## src/rtl/tone_source_if.sv

```systemverilog
// Sample-stream bus between the tone source (master) and its controller/receiver (slave).
interface tone_source_if;
  // Handshake: data_valid marks one sample per asserted cycle. There is no ready; the
  // receiver must accept every strobed sample. start is a one-cycle request honoured only
  // while the source is idle; stop is a level that ends transmission at a frame boundary.
  logic               start;
  logic               stop;
  logic [3:0]         tone_sel;
  logic [1:0]         amp_shift;
  logic [7:0]         num_frames;
  logic               data_valid;
  logic signed [15:0] data;
  logic               frame_done;
  logic               busy;
  logic [1:0]         state_dbg;

  modport master (
    input  start, stop, tone_sel, amp_shift, num_frames,
    output data_valid, data, frame_done, busy, state_dbg
  );

  modport slave (
    output start, stop, tone_sel, amp_shift, num_frames,
    input  data_valid, data, frame_done, busy, state_dbg
  );
endinterface

```

## src/rtl/tone_source.sv

```systemverilog
// Test-tone transmitter: 16-sample frames of a sine at bin tone_sel, optional inter-frame gap.
// Optional dither (LFSR noise added after the amplitude shift) is enabled by defining DITHER_EN.
module tone_source #(
  parameter int          GAP_CYC = 0,
  parameter logic [15:0] SEED    = 16'hACE1
) (
  input logic          clk,
  input logic          rst,
  tone_source_if.master bus
);
  typedef enum logic [1:0] {IDLE = 2'd0, RUN = 2'd1, GAP = 2'd2} state_t;

  state_t             state_q, state_d;
  logic [3:0]         n_q, n_d;
  logic [3:0]         tone_q, tone_d;
  logic [1:0]         amp_q, amp_d;
  logic [7:0]         nf_q, nf_d;
  logic [7:0]         cnt_q, cnt_d;
  logic [15:0]        gap_q, gap_d;
  logic               dv_q, dv_d;
  logic               fd_q, fd_d;
  logic signed [15:0] data_q, data_d;

  logic               more;
  logic               emit;
  logic [3:0]         p;
  logic [2:0]         idx;
  logic [14:0]        mag;
  logic signed [15:0] mag_s;
  logic signed [15:0] s;
  logic signed [15:0] shifted;
  logic signed [15:0] sample;

  always_comb begin
    state_d = state_q;
    n_d     = n_q;
    tone_d  = tone_q;
    amp_d   = amp_q;
    nf_d    = nf_q;
    cnt_d   = cnt_q;
    gap_d   = gap_q;
    emit    = 1'b0;
    // cnt_q counts frames already finished, so this frame makes cnt_q+1
    more    = (nf_q == 8'd0) || (({1'b0, cnt_q} + 9'd1) < {1'b0, nf_q});
    case (state_q)
      IDLE: begin
        if (bus.start && !dv_q) begin
          state_d = RUN;
          n_d     = 4'd0;
          tone_d  = bus.tone_sel;
          amp_d   = bus.amp_shift;
          nf_d    = bus.num_frames;
          cnt_d   = 8'd0;
        end
      end
      RUN: begin
        emit = 1'b1;
        n_d  = n_q + 4'd1;
        if (n_q == 4'd15) begin
          if (cnt_q != 8'hFF) cnt_d = cnt_q + 8'd1;
          if (bus.stop || !more) begin
            state_d = IDLE;
          end else if (GAP_CYC > 0) begin
            state_d = GAP;
            gap_d   = 16'd0;
          end
        end
      end
      GAP: begin
        if (bus.stop) begin
          state_d = IDLE;
        end else if (gap_q == 16'(GAP_CYC - 1)) begin
          state_d = RUN;
          n_d     = 4'd0;
        end else begin
          gap_d = gap_q + 16'd1;
        end
      end
      default: state_d = IDLE;
    endcase
  end

  // Quarter-wave lookup: p[2] mirrors the index, p[3] negates the half-wave.
  always_comb begin
    p   = tone_q * n_q;
    idx = p[2] ? (3'd4 - {1'b0, p[1:0]}) : {1'b0, p[1:0]};
    case (idx)
      3'd0:    mag = 15'd0;
      3'd1:    mag = 15'd6270;
      3'd2:    mag = 15'd11585;
      3'd3:    mag = 15'd15137;
      default: mag = 15'd16384;
    endcase
    mag_s   = $signed({1'b0, mag});
    s       = p[3] ? -mag_s : mag_s;
    shifted = s >>> amp_q;
  end

`ifdef DITHER_EN
  logic [15:0] lfsr_q, lfsr_d;
  logic [16:0] sum;

  always_comb begin
    sum    = {shifted[15], shifted} + {{14{lfsr_q[2]}}, lfsr_q[2:0]};
    lfsr_d = lfsr_q;
    if (emit) lfsr_d = {lfsr_q[14:0], lfsr_q[15] ^ lfsr_q[13] ^ lfsr_q[12] ^ lfsr_q[10]};
    case (sum[16:15])
      2'b01:   sample = 16'sh7FFF;
      2'b10:   sample = 16'sh8000;
      default: sample = $signed(sum[15:0]);
    endcase
  end

  always_ff @(posedge clk or negedge rst) begin
    if (!rst) lfsr_q <= SEED;
    else      lfsr_q <= lfsr_d;
  end
`else
  assign sample = shifted;
`endif

  always_comb begin
    dv_d   = emit;
    data_d = emit ? sample : 16'sd0;
    fd_d   = emit && (n_q == 4'd15);
  end

  always_ff @(posedge clk or negedge rst) begin
    if (!rst) begin
      state_q <= IDLE;
      n_q     <= 4'd0;
      tone_q  <= 4'd0;
      amp_q   <= 2'd0;
      nf_q    <= 8'd0;
      cnt_q   <= 8'd0;
      gap_q   <= 16'd0;
      dv_q    <= 1'b0;
      fd_q    <= 1'b0;
      data_q  <= 16'sd0;
    end else begin
      state_q <= state_d;
      n_q     <= n_d;
      tone_q  <= tone_d;
      amp_q   <= amp_d;
      nf_q    <= nf_d;
      cnt_q   <= cnt_d;
      gap_q   <= gap_d;
      dv_q    <= dv_d;
      fd_q    <= fd_d;
      data_q  <= data_d;
    end
  end

  // busy stays up through the cycle that shows the final sample.
  assign bus.busy       = (state_q != IDLE) || dv_q;
  assign bus.data_valid = dv_q;
  assign bus.data       = data_q;
  assign bus.frame_done = fd_q;
  assign bus.state_dbg  = state_q;
endmodule
```

## src/flat_wrapper.sv

```systemverilog
// flat-port wrapper written by rule: the top's interface ports become plain ports
module tone_source_flat 
#(
  parameter int          GAP_CYC = 0,
  parameter logic [15:0] SEED    = 16'hACE1
)
  (clk, rst, bus_start, bus_stop, bus_tone_sel, bus_amp_shift, bus_num_frames, bus_data_valid, bus_data, bus_frame_done, bus_busy, bus_state_dbg);
  tone_source_if bus_i ();
  input logic clk;
  input logic rst;
  input wire logic [$bits(bus_i.start)-1:0] bus_start;
  input wire logic [$bits(bus_i.stop)-1:0] bus_stop;
  input wire logic [$bits(bus_i.tone_sel)-1:0] bus_tone_sel;
  input wire logic [$bits(bus_i.amp_shift)-1:0] bus_amp_shift;
  input wire logic [$bits(bus_i.num_frames)-1:0] bus_num_frames;
  output wire logic [$bits(bus_i.data_valid)-1:0] bus_data_valid;
  output wire logic [$bits(bus_i.data)-1:0] bus_data;
  output wire logic [$bits(bus_i.frame_done)-1:0] bus_frame_done;
  output wire logic [$bits(bus_i.busy)-1:0] bus_busy;
  output wire logic [$bits(bus_i.state_dbg)-1:0] bus_state_dbg;
  assign bus_i.start = bus_start;
  assign bus_i.stop = bus_stop;
  assign bus_i.tone_sel = bus_tone_sel;
  assign bus_i.amp_shift = bus_amp_shift;
  assign bus_i.num_frames = bus_num_frames;
  assign bus_data_valid = bus_i.data_valid;
  assign bus_data = bus_i.data;
  assign bus_frame_done = bus_i.frame_done;
  assign bus_busy = bus_i.busy;
  assign bus_state_dbg = bus_i.state_dbg;
  tone_source #(.GAP_CYC(GAP_CYC), .SEED(SEED)) u_core (.clk(clk), .rst(rst), .bus(bus_i));
endmodule
```

## config.mk

```make
export PLATFORM = sky130hd
export DESIGN_NAME = tone_source_flat
export DESIGN_NICKNAME = d
export VERILOG_FILES = /design/src/rtl/tone_source_if.sv /design/src/rtl/tone_source.sv /design/src/flat_wrapper.sv
export SDC_FILE = /design/constraint.sdc
export NUM_CORES = 1
export LEC_CHECK = 0
export BUFFER_PORTS_ARGS = -buffer_cell sky130_fd_sc_hd__buf_2
export CAP_MARGIN = 20
export CORE_UTILIZATION = 30
export CTS_BUF_LIST = sky130_fd_sc_hd__clkbuf_4 sky130_fd_sc_hd__clkbuf_8 sky130_fd_sc_hd__clkbuf_16
export DETAILED_ROUTE_END_ITERATION = 7
export GPL_TIMING_DRIVEN = 1
export SLEW_MARGIN = 20
export SYNTH_ARGS = -nofsm -noshare
export SYNTH_HDL_FRONTEND = slang
export SYNTH_SLANG_ARGS = --single-unit
```

## constraint.sdc

```tcl
create_clock -name clk -period 4 [get_ports clk]
set_input_delay 1 -clock clk [delete_from_list [all_inputs] [get_ports clk]]
set_output_delay 1 -clock clk [all_outputs]
set_load 0.01 [all_outputs]
```

==> results.toml <==
[status]
status = "completed"

[clock_network]
cts_hold_buf = 0
postCtsResizedCells = 0
numCtsBuffers = 5
htree_levels = 2
cts_tree = "done"
ctsRootBufferMaster = "clkbuf_8"
path_clk_slew_ns = 0.08
numClockSinks = 45
clk_latency_ns = 0.30
post-cts-setup-buffers = 0
clockBufferDepth = 2

[cells_and_area]
antenna_cells = 0
drive_gt1_share_pct = 20.3
syn_to_final_growth_pct = 13.4
layout.nets = 349

[floorplanning]
num_rows = 34
coreArea_um2 = 8680
ios = 39
floorplan.die_area_um2 = 9330
start_util_pct = 30.9
die_h_um = 96.6
die_w_um = 96.6

[yosys]
synth_area_um2 = 2690
ys.flop_type = "dfrtp_1"
ys_seq_area_share_pct = 41.9
async_flop_share_pct = 100
ys_warn_count = 0
syn-num-nets = 318
synthCells = 283
avgSynthCellArea_um2 = 9.49
yosys_register_bits = 45
ys_types = 47
synth_edf_count = 0

[critical_path]
crit_type = "reg2reg"
critPathLaunchType = "register"
cp_top_family = "XOR/XNOR gates"
critPathMaxStageDelay_ns = 0.81
slowest_stage = "xnor2_1"
path_cells = "and2_1 -> ha_1 -> ha_1 -> ha_1 -> xor2_1 -> xnor2_1 -> xnor2_1 -> mux2i_1 -> mux4_2 -> nor2_1"
crit_fanout = 12
path_common_cell = "ha_1"
arrival_ns = 3.71
cp.required_ns = 4.23
end_kind = "register"
worst-path-buf-inv = 0

[run]
drv_cap = 0

[detailed_routing]
drc = 0
wl_met3_um = 258
drt-vias-per-instance = 4.83
drt_wl_total_um = 5400
num_vias = 2041
antenna_left = 0
drt_iter0_drc = 77
drtPass1Iterations = 4
routed.top_layer = "met4"
wl_per_cell_um = 12.8
met1_length_um = 2640
wl_met2_um = 2420

[global_route]
grt_pass1_wl_um = 9590
grt_pass1_vias = 2012
grt_overflow = 0
track_usage_pct = 12.6
grt_max_degree = 46
antenna_found_initial = 0

[timing]
hold_viol_final = 0
slew_headroom_pct = 33.8
layout_min_cycle_time_ns = 3.48
slew_viol_final = 0
setup_viol = 0
clock.fmax_mhz = 287
fin_tns_setup_ns = 0
worst_pin_slew_ns = 0.986
period_share_pct = 87.0
rsz0062_at_grt = "false"
fin_skew_ns = 0.00625

[hold_path]
worstHoldPathType = "reg2reg"

[placement]
place_congestion = 0.823
port-buffer-count = 37
hpwlAfterDp_um = 4080
stage by stage:
| stage | hold WS [ns] | setup WS (ns) | cell area (um2) | cells | util, % |
|---|---|---|---|---|---|
| detailed placement | 0.505 | 0.538 | 2940 | 415 | 33.9 |
| global route | 0.540 | 0.310 | 3050 | 423 | 35.1 |
| floorplan | 0.400 | 1.08 | 2690 | 283 | - |
| finish | 0.516 | 0.522 | 3050 | 423 | 35.1 |
| CTS | 0.525 | 0.506 | 3040 | 423 | 35.1 |
| global placement | 0.499 | 0.648 | 2940 | 415 | 33.9 |
sequential cells by signal (all words and copies together) (netlist names):
name / cells
u_core.bus.data: 16
u_core.tone_q: 4
u_core.bus.state_dbg: 1
u_core.bus.frame_done: 1
u_core.n_q: 4
u_core.cnt_q: 8
u_core.bus.data_valid: 1
u_core.nf_q: 8
u_core.amp_q: 2
worst register-to-register path, cell delays in order, from the launching register on:
cell     delay (ns)
dfrtp_1        0.43
and2_1         0.18
ha_1           0.29
ha_1           0.30
ha_1           0.21
xor2_1         0.17
xnor2_1        0.18
xnor2_1        0.81
mux2i_1        0.25
mux4_2         0.49
nor2_1         0.10
kinds of logic (layout without fill, tap and decap cells):
family                     Yosys count  after routing  synth area share, %
muxes                               21             21                 9.13
AOI/OAI and AO/OA                   61             61                 14.1
other                                1              1                0.140
buffers and inverters               31             63                 5.17
xor gates and xnor gates            17             17                 5.55
adders and majority gates           17             17                 7.92
DFF                                 45             45                 41.9
and+or+nand+nor                     90             90                 16.0
worst paths after layout:
check                                  from                  end  slack [ns]  cells past startpoint
setup reg to reg              u_core.n_q[2]  u_core.bus.data[12]        0.52                     10
hold reg to reg            u_core.tone_q[3]     u_core.tone_q[3]        0.52                      1
min in group asynchronous               rst     u_core.tone_q[3]        0.68                      1
setup / recovery              u_core.n_q[2]  u_core.bus.data[12]        0.52                     10
max in group asynchronous               rst       u_core.nf_q[3]        2.93                      1
hold / removal             u_core.tone_q[3]     u_core.tone_q[3]        0.52                      1
synth_stat cells (all sizes together), types with 5 or more instances:
master	number	area [um2]
dfrtp	45	1130
clkbuf	11	41.3
nor3	5	25.0
xor2	6	52.6
nand3	5	25.0
mux2i	8	83.8
mux2	12	139
xnor2	11	96.3
and2	7	43.8
nor2	15	56.3
o21a	5	37.5
ha	17	213
inv	15	56.3
o21ai	23	115
a21oi	15	75.1
nand2	35	131
placed cells by master (no fill, tap or decap), types with 3 or more instances in the layout:
cell type  synthesis  routed
dfrtp_1           45      45
clkbuf_8           0       7
o21ai_0           23      23
and3_1             3       3
o21a_1             5       5
nor3_1             5       5
a21oi_1           15      15
nand3_1            5       5
nand2b_1           4       4
mux2_2            11      11
and2_1             7       7
nor2_1            15      15
xnor2_1           11      11
buf_4              2       3
mux2i_1            7       7
buf_2              0      36
xor2_1             6       6
nor2b_1            4       4
ha_1              17      17
inv_1             15      15
nand2_1           35      35
routing by layer:
layer / track usage (%) / vias to the layer above
li1: - / 1033
met2: 19.1 / 46
met5: 0 / -
met1: 17.2 / 954
met4: 4.82 / 0
met3: 3.32 / 8
final cells by class:
type                       instances  area, um2
clock buffer                       7       96.3
clock inverter                     1       5.00
fill                             904       5630
inverter                          16       60.1
multi-input combinational        207       1420
sequential                        45       1130
tap                              108        135
timing repair buffer              39        203
Power is not shown: default switching activity piles up to over one toggle a cycle in this logic, so the estimate is an artifact.
